<file path="config.mk">
export PLATFORM = sky130hd
export DESIGN_NAME = l4_drain
export DESIGN_NICKNAME = d
export VERILOG_FILES = /design/src/rtl/cnn_pkg.sv /design/src/rtl/l4_sat.sv /design/src/rtl/l4_drain.sv
export SDC_FILE = /design/constraint.sdc
export NUM_CORES = 1
export LEC_CHECK = 0
export ABC_AREA = 1
export BUFFER_PORTS_ARGS = -buffer_cell sky130_fd_sc_hd__buf_2
export CORE_AREA = 3 3 231 233
export DETAILED_ROUTE_END_ITERATION = 8
export DIE_AREA = 0 0 234 236
export PLACE_DENSITY = 0.59
export SLEW_MARGIN = 20
export SYNTH_ARGS = -nofsm -noshare
export SYNTH_HDL_FRONTEND = slang
export SYNTH_SLANG_ARGS = --single-unit
export TNS_END_PERCENT = 10
</file>
<file path="constraint.sdc">
create_clock -name clk -period 1.73 [get_ports clk]
set_input_delay 0.4325 -clock clk [delete_from_list [all_inputs] [get_ports clk]]
set_output_delay 0.4325 -clock clk [all_outputs]
set_load 0.05 [all_outputs]
</file>
<file path="src/rtl/cnn_pkg.sv">
// cnn_pkg: shared sizes and state encoding for the CNN layer-4 drain path.
//   L4_LANES / L4_BANKS : result-RAM geometry of layer 4 (16 lanes x 4 addresses)
//   ACC_W / DATA_W      : accumulator width and scaled output width
//   drain_state_t       : drain FSM states
package cnn_pkg;

  localparam int L4_LANES = 16;
  localparam int L4_BANKS = 4;
  localparam int ACC_W    = 36;
  localparam int DATA_W   = 18;
  localparam int LANE_W   = $clog2(L4_LANES);
  localparam int BANK_W   = $clog2(L4_BANKS);

  typedef enum logic [2:0] {
    IDLE,
    FETCH,
    LOAD,
    SEND,
    DONE
  } drain_state_t;

endpackage

</file>
<file path="src/rtl/l4_sat.sv">
// l4_sat: combinational rescale of one layer-4 accumulator.
//   i_acc : 36-bit signed accumulator from the result RAM
//   o_q   : 18-bit signed value = clamp(i_acc >>> SHIFT, 0, 131071)
module l4_sat
  import cnn_pkg::*;
#(
  parameter int SHIFT = 8
) (
  input  logic [ACC_W-1:0]  i_acc,
  output logic [DATA_W-1:0] o_q
);

  localparam logic [DATA_W-1:0] MAX_POS = {1'b0, {(DATA_W-1){1'b1}}};

  logic signed [ACC_W-1:0] w_shift;

  assign w_shift = $signed(i_acc) >>> SHIFT;

  always_comb begin
    o_q = w_shift[DATA_W-1:0];
    // Negative results should not survive the ReLU; clamp them to zero anyway.
    if (w_shift[ACC_W-1]) begin
      o_q = '0;
    // Any set bit above the 17-bit magnitude means the value exceeds 131071.
    end else if (|w_shift[ACC_W-2:DATA_W-1]) begin
      o_q = MAX_POS;
    end
  end

endmodule

</file>
<file path="src/rtl/l4_drain.sv">
// l4_drain: streams the 64 layer-4 results (16 lanes x 4 banks) to the next
// FC layer, one scaled 18-bit word per valid/ready transfer, then pulses
// o_tx_done so layer 4 can reset for the next image.
//   clk, rst_n   : clock, asynchronous active-low reset
//   i_strt       : one-cycle start pulse (ignored unless idle)
//   o_addr_rd    : result-RAM bank address, shared by all lanes
//   i_din        : 16 lane read words, one cycle after o_addr_rd
//   o_dout/o_vld : scaled output word and its valid
//   i_rdy        : downstream ready
//   o_tx_done    : one-cycle pulse after the 64th transfer
//   o_busy       : high whenever the FSM is not idle
module l4_drain
  import cnn_pkg::*;
#(
  parameter int SHIFT = 8
) (
  input  logic                             clk,
  input  logic                             rst_n,
  input  logic                             i_strt,
  output logic [BANK_W-1:0]                o_addr_rd,
  input  logic [L4_LANES-1:0][ACC_W-1:0]   i_din,
  output logic [DATA_W-1:0]                o_dout,
  output logic                             o_vld,
  input  logic                             i_rdy,
  output logic                             o_tx_done,
  output logic                             o_busy
);

  localparam logic [LANE_W-1:0] LANE_LAST = LANE_W'(L4_LANES - 1);
  localparam logic [BANK_W-1:0] BANK_LAST = BANK_W'(L4_BANKS - 1);

  drain_state_t      r_state;
  logic [BANK_W-1:0] r_bank;
  logic [LANE_W-1:0] r_lane;
  logic [BANK_W-1:0] r_addr_rd;
  logic [DATA_W-1:0] r_dout;
  logic              r_vld;
  logic              r_tx_done;
  logic              r_busy;
  logic [DATA_W-1:0] r_hold [L4_LANES];

  logic [DATA_W-1:0] w_sat [L4_LANES];
  logic [LANE_W-1:0] w_lane_inc;
  logic [BANK_W-1:0] w_bank_inc;

  assign w_lane_inc = r_lane + 1'b1;
  assign w_bank_inc = r_bank + 1'b1;

  // Scaling happens in front of the holding register, so SEND only muxes.
  genvar gi;
  generate
    for (gi = 0; gi < L4_LANES; gi++) begin : g_sat
      l4_sat #(.SHIFT(SHIFT)) u_sat (
        .i_acc (i_din[gi]),
        .o_q   (w_sat[gi])
      );
    end
  endgenerate

  always_ff @(posedge clk or negedge rst_n) begin
    if (!rst_n) begin
      r_state   <= IDLE;
      r_bank    <= '0;
      r_lane    <= '0;
      r_addr_rd <= '0;
      r_dout    <= '0;
      r_vld     <= 1'b0;
      r_tx_done <= 1'b0;
      r_busy    <= 1'b0;
      for (int i = 0; i < L4_LANES; i++) r_hold[i] <= '0;
    end else begin
      r_tx_done <= 1'b0;
      case (r_state)
        IDLE: begin
          r_bank <= '0;
          if (i_strt) begin
            r_state   <= FETCH;
            r_addr_rd <= '0;
            r_busy    <= 1'b1;
          end
        end
        // Address is already presented; the RAM returns data during LOAD.
        FETCH: r_state <= LOAD;
        LOAD: begin
          r_hold  <= w_sat;
          r_lane  <= '0;
          r_dout  <= w_sat[0];
          r_vld   <= 1'b1;
          r_state <= SEND;
        end
        SEND: begin
          if (i_rdy) begin
            if (r_lane != LANE_LAST) begin
              r_lane <= w_lane_inc;
              r_dout <= r_hold[w_lane_inc];
            end else begin
              r_vld <= 1'b0;
              if (r_bank != BANK_LAST) begin
                r_bank    <= w_bank_inc;
                r_addr_rd <= w_bank_inc;
                r_state   <= FETCH;
              end else begin
                r_tx_done <= 1'b1;
                r_state   <= DONE;
              end
            end
          end
        end
        DONE: begin
          r_busy  <= 1'b0;
          r_state <= IDLE;
        end
        default: begin
          r_vld   <= 1'b0;
          r_busy  <= 1'b0;
          r_state <= IDLE;
        end
      endcase
    end
  end

  assign o_addr_rd = r_addr_rd;
  assign o_dout    = r_dout;
  assign o_vld     = r_vld;
  assign o_tx_done = r_tx_done;
  assign o_busy    = r_busy;

endmodule

</file>
**Word-level counts from Yosys, hierarchy flattened**

Index checks and enable logic that the tools add are counted.

- Add/subtract/negate cells: 2
- Magnitude comparators: 1
- Equal/unequal tests: 11
- Muxes and demuxes: 61
- Bitwise gates (word level): 3
- Reduce and logical (&&, ||, !) cells: 27

Operators with widths:

| kind | number |
|---|---|
| $mux W18 | 36 |
| $reduce_or A11 Y1 | 16 |
| $bmux W18 S4 | 1 |
| $pmux W18 S2 | 1 |
| $mux W3 | 4 |
| $ne A2 B2 Y1 const B | 6 |
| $pmux W3 S4 | 1 |
| $reduce_and A3 Y1 | 3 |
| $mux W2 | 4 |
| $mux W4 | 2 |
| $pmux W2 S2 | 2 |
| $pmux W4 S2 | 1 |
| $mux W1 | 7 |
| $eq A3 B2 Y1 const B | 2 |
| $reduce_or A3 Y1 | 2 |
| $ge A5 B5 Y1 const B | 1 |
| $not A4 Y5 | 1 |
| $reduce_and A5 Y1 | 1 |
| $add A4 B1 Y4 const B | 1 |
| $ne A4 B4 Y1 const B | 1 |
| $reduce_and A4 Y1 | 1 |
| $reduce_bool A2 Y1 | 2 |
| $eq A3 B1 Y1 const B | 1 |
| $eq A3 B3 Y1 const B | 1 |
| other kinds (6) | 7 |

- Register bits after elaboration: 320
- Bits of input ports: 580
- Output and inout bits: 23
- Word-level logic and storage cells: 129

**Depth between registers and ports, before layout**

- Word-level depth: 8
- Mapped depth: 11
- Gate-level depth less buffers: 9

**Hierarchy**

Synthesis repeated with hierarchy kept, for this count alone.

- Cell total of the unflattened synthesis: 3380
- Area total of the unflattened synthesis: 22729.3 um2

Modules (own cells, without submodules):

| module | times used | cells each | area an instance (um2) | sequential area each (um2) |
|---|---|---|---|---|
| l4_drain | 1 | 2020 | 15242.1 | 8007.7 |
| l4_sat | 16 | 85 | 467.9 | 0.0 |

**Least setup slack after synthesis**

OpenSTA, ideal clock, no wires.

- Path kind: register -> register
- From: register r_lane[1]
- To: register r_dout[10] (netlist: o_dout[10])
- Library setup time: 0.118 ns
- Arrival time: 1.725 ns
- Data required time: 1.612 ns
- Slack: -0.113 ns
- Stages on the path, launching flop included: 9
- Path buffers: 1
- Period minus slack after synthesis: 1.843 ns
- Cells stage by stage: dfrtp_1 ha_1 xnor2_1 clkbuf_1 nand3_1 nand3_1 nand3_1 nand2_1 nand2_1

- Cells in the longest elaborated chain, start to end: 8
- Elaborated cells on any way between the ends: 11
- Those cells by class: add/sub: 1; eq/ne: 2; mux: 6; bitwise: 1; reduce/logical: 1

Ends and longest elaborated chain:

| item | RTL line | text |
|---|---|---|
| from (decl) | l4_drain.sv:34 | `logic [LANE_W-1:0] r_lane;` |
| from (signal assigned) | l4_drain.sv:94 | `r_lane <= w_lane_inc;` |
| $add A4 B1 Y4 | l4_drain.sv:46 | `assign w_lane_inc = r_lane + 1'b1;` |
| $not A4 Y5 (implied by the code) | l4_drain.sv:95 | `r_dout <= r_hold[w_lane_inc];` |
| $bmux W18 S4 | l4_drain.sv:95 |  |
| $mux W18 (implied by the code) (2 in a row) | l4_drain.sv:95 |  |
| $mux W18 | l4_drain.sv:93 | `if (r_lane != LANE_LAST) begin` |
| $mux W18 | l4_drain.sv:92 | `if (i_rdy) begin` |
| $pmux W18 S2 | l4_drain.sv:73 | `case (r_state)` |
| to (signal assigned) | l4_drain.sv:87 | `r_dout <= w_sat[0];` |
| to (signal assigned) | l4_drain.sv:95 |  |
| to (decl) | l4_drain.sv:36 | `logic [DATA_W-1:0] r_dout;` |

Parallel ways exist; a longest one is shown, timed or not. The select of a mux whose other input is x is not followed.
A chain may end at the register's enable or synchronous reset.

**Worst setup path in the final report**

- From: register r_lane[0]
- To: register r_dout[2] (netlist: o_dout[2])

The elaborated chain is that of the path after synthesis.

==> results by group <==
Detailed routing
  – DRC errors left: 0
  – Drt initial violations: 1366
  – WL/cell: 18.84 µm
  – Via count: 16800
  – Final ANT Viol Nets: 0
  – Via density: slightly below 5
  – Initial DRT Pass Iterations: 5
  – Detailed Route WL: around 64000 µm

Setup path
  – Critical path class: register to register
  – CP max-delay cell: dfrtp_4
  – Crit end category: register
  – Worst Path Max Fanout: 8
  – Cell Chain, Critical Path: ha_4, inv_4, bufbuf_16, buf_4, nand3_2, nand3_2, nand3_2, nand3_2, nand2_1, nand2_1
  – WP data required: 2.16 ns
  – Slowest stage delay, CP: roughly 0.5 ns
  – Worst r2r src: r_lane[0]
  – Most Frequent Cell on Critical Path: nand3_2
  – CP startpoint kind: register
  – Crit path arrival time: roughly 2.3 ns
  – Worst Setup SP: r_lane[0]

STA
  – Fin Clk Skew: 0.01156 ns
  – WHS: 0.1160 ns
  – Post-route setup slack: -0.1181 ns
  – Final setup fails: 20
  – RSZ-0062 raised after global routing: yes
  – Fin crit share: 106.8%
  – Final Hold Viols: 0
  – FMAX: 541.1 MHz
  – Final setup TNS: -1.428 ns
  – Crit path time final: 1.848 ns
  – Final slew viol count: 0
  – Slew margin rel.: 65.82%
  – Worst-margin pin slew: 0.5074 ns

Outcome
  – Failing checks: negative setup slack
  – Run status: finished, violations left

Floorplanning
  – Starting Density: 31.52%
  – Row Count: 83
  – Width of the die: 234 µm
  – Core area: 51410 µm²
  – DIE AREA: ~55000 µm²
  – Boundary pin count: ~600
  – Die Ht: around 240 µm

Cells and area
  – Share of cells above drive strength 1: 30.79%
  – Diode count: 0
  – Commonest non-fill, non-tap cell in the layout: o21ai_0
  – Most frequent cells in the layout: 515 x o21ai_0, 467 x buf_2, 408 x nand2_1, 319 x dfrtp_1, 297 x inv_1
  – Final Core Density: 44.72%
  – Area Overhead vs Synth: 41.88%
  – Net count of the finished layout: 3288

Pwr
  – Clk pwr share: 17.9%
  – Register share of total power: 26.8%
  – Internal power: between 20000 and 30000 µW
  – Leakage power figure: between 0.01 and 0.015 µW
  – Worst VDD drop: 1.321 mV
  – Reported net switching power: 20340 µW
  – Logic gate share of total power: 55.3%
  – Net Sw Frac: around 44%
  – Pwr dens: 2008 nW/µm²

Worst hold path
  – Hold Crit Class: input pin to register
  – Min-delay src: i_din[519]

Yosys
  – Post-synthesis sequential area ratio: 49.42%
  – Synthesized area: 16200 µm²
  – Mapped Nets: 2737
  – Ys Warns: 0
  – Mean Syn Cell Area: between 7 and 8 µm²
  – Synth unique cells: 27
  – Synth top area cells: dfrtp_1 49%, o21ai_0 16%, nand2_1 9.5%, nand3_1 8.7%, inv_1 6.9%
  – Yosys top cell by area: dfrtp_1
  – FF+latch count, synth: 320
  – Post-Syn Instances: approximately 2200
  – Synth top area share: 49.42%

GRT
  – Global-route wire length before repair: about 97000 µm
  – Largest net degree at the start of global routing: 104
  – Vias in the first global route: 16900
  – Initial antenna violation count: 2
  – Grt ovf: 0
  – GRT Overall Usage: 22.70%

Clocking
  – CTS max path bufs: 3
  – CTS Buf Count: 39
  – Clock Sinks: 320
  – H-Tree Depth: 2
  – Root buffer cell: clkbuf_16
  – Clk_lat worst skew: 0.55 ns
  – CTS tree: done
  – Clk slew on worst S/H paths: roughly 0.06 ns

Placement
  – DP Worst Slack: -0.4286 ns
  – Port bufs: 474
  – Post-detail-place hpwl: 48120 µm
  – Gpl congestion: 0.8914

Run
  – Maxcap violations: 0
[Yosys cell counts]
cell type	n
o21ai_1	31
o211ai_1	1
nor3_1	32
buf_6	2
xnor2_1	1
nand3_2	1
inv_1	299
clkinv_1	1
xnor2_2	1
buf_2	24
ha_1	2
clkbuf_1	87
nand3_1	281
dfrtp_1	320
a31oi_1	1
o21a_1	1
o21ai_0	527
a21oi_1	20
nand4_1	2
inv_2	3
or2_2	2
nand2_1	409
nor2_4	4
nor2_1	72
xor2_2	2
buf_1	17
nor2_2	12
[kinds of logic (layout without fill, tap and decap cells)]
group,count (synthesis),count (layout),synth area share (%)
buf+inv,433,1013,10.31
simple gates,815,815,21.77
fa+ha+maj,2,2,0.1544
flops,320,320,49.42
xor+xnor,4,4,0.3553
compound gates,581,581,17.99
[path summary, 6_finish.rpt]
path | end | slack [ns] | depth (start not counted)
worst max-delay path | o_dout[2] | -0.12 | 10
worst min-delay path | r_hold[25] | 0.12 | 3
worst max register to register | o_dout[2] | -0.12 | 10
worst min register to register | r_hold[143] | 0.47 | 2
max in group asynchronous | r_hold[58] | 0.61 | 4
min in group asynchronous | r_hold[77] | 0.38 | 2
[worst max-delay path: cells and delay by family, from the launching register on]
family | cells | cell delay (ns)
adder cells (fa/ha/maj) | 1 | 0.31
buffers and inverters | 3 | 0.49
flip-flops | 1 | 0.50
AND/OR/NAND/NOR | 6 | 0.44
[per-stage QoR]
stage               std cells  instance area, µm²  total power, µW
floorplan                2155               16210            24390
global placement         3316               20430            32980
detailed placement       3316               20430            33260
CTS                      3408               22560            44900
global route             3415               22990            49360
finish                   3415               22990            46150
[metal layers]
layer  GRT usage (%)  wire length (µm)  vias up
met4           5.843              1553        2
li1                -                 -     8122
met2           36.67             29810      630
met3           3.128              4125       82
met5               0                 7        -
met1           31.98             28850     7964
[power by group through the flow]
stage          Combinational, µW  Sequential [µW]  Clock [µW]
5_1_grt                    27900            12700        8770
3_5_place_dp               20900            12400           0
2_1_floorplan              11500            12900           0
4_1_cts                    24200            12300        8390
3_3_place_gp               20600            12300           0
6_report                   25500            12400        8250
[state kept, by name (all words and copies together), names as in the netlist]
signal and cells:
o_tx_done 1, o_busy 1, o_vld 1, o_dout 18
r_lane 4, r_hold 288, r_state 3, o_addr_rd 2
r_bank 2
[cell type report]
cell class,instances,area (µm²)
Sequential cell,320,8011
Fill cell,5129,28420
Clock buffer,59,1184
Timing Repair Buffer,640,4395
Clock inverter,11,116.4
Multi-Input combinational cell,1402,7279
Tap cell,680,850.8
Inverter,303,1150
[timing repair]
item                                    in CTS  in global routing
setup buffers                               13                  9
hold buffers                                 1                  0
hold endpoints to repair                    27                  0
endpoints found under the setup margin      52                188
resized for setup                           94                 92
pin swaps                                   11                 14
gates cloned                                 8                  0
No activity file was read; power rests on OpenSTA's default activity.
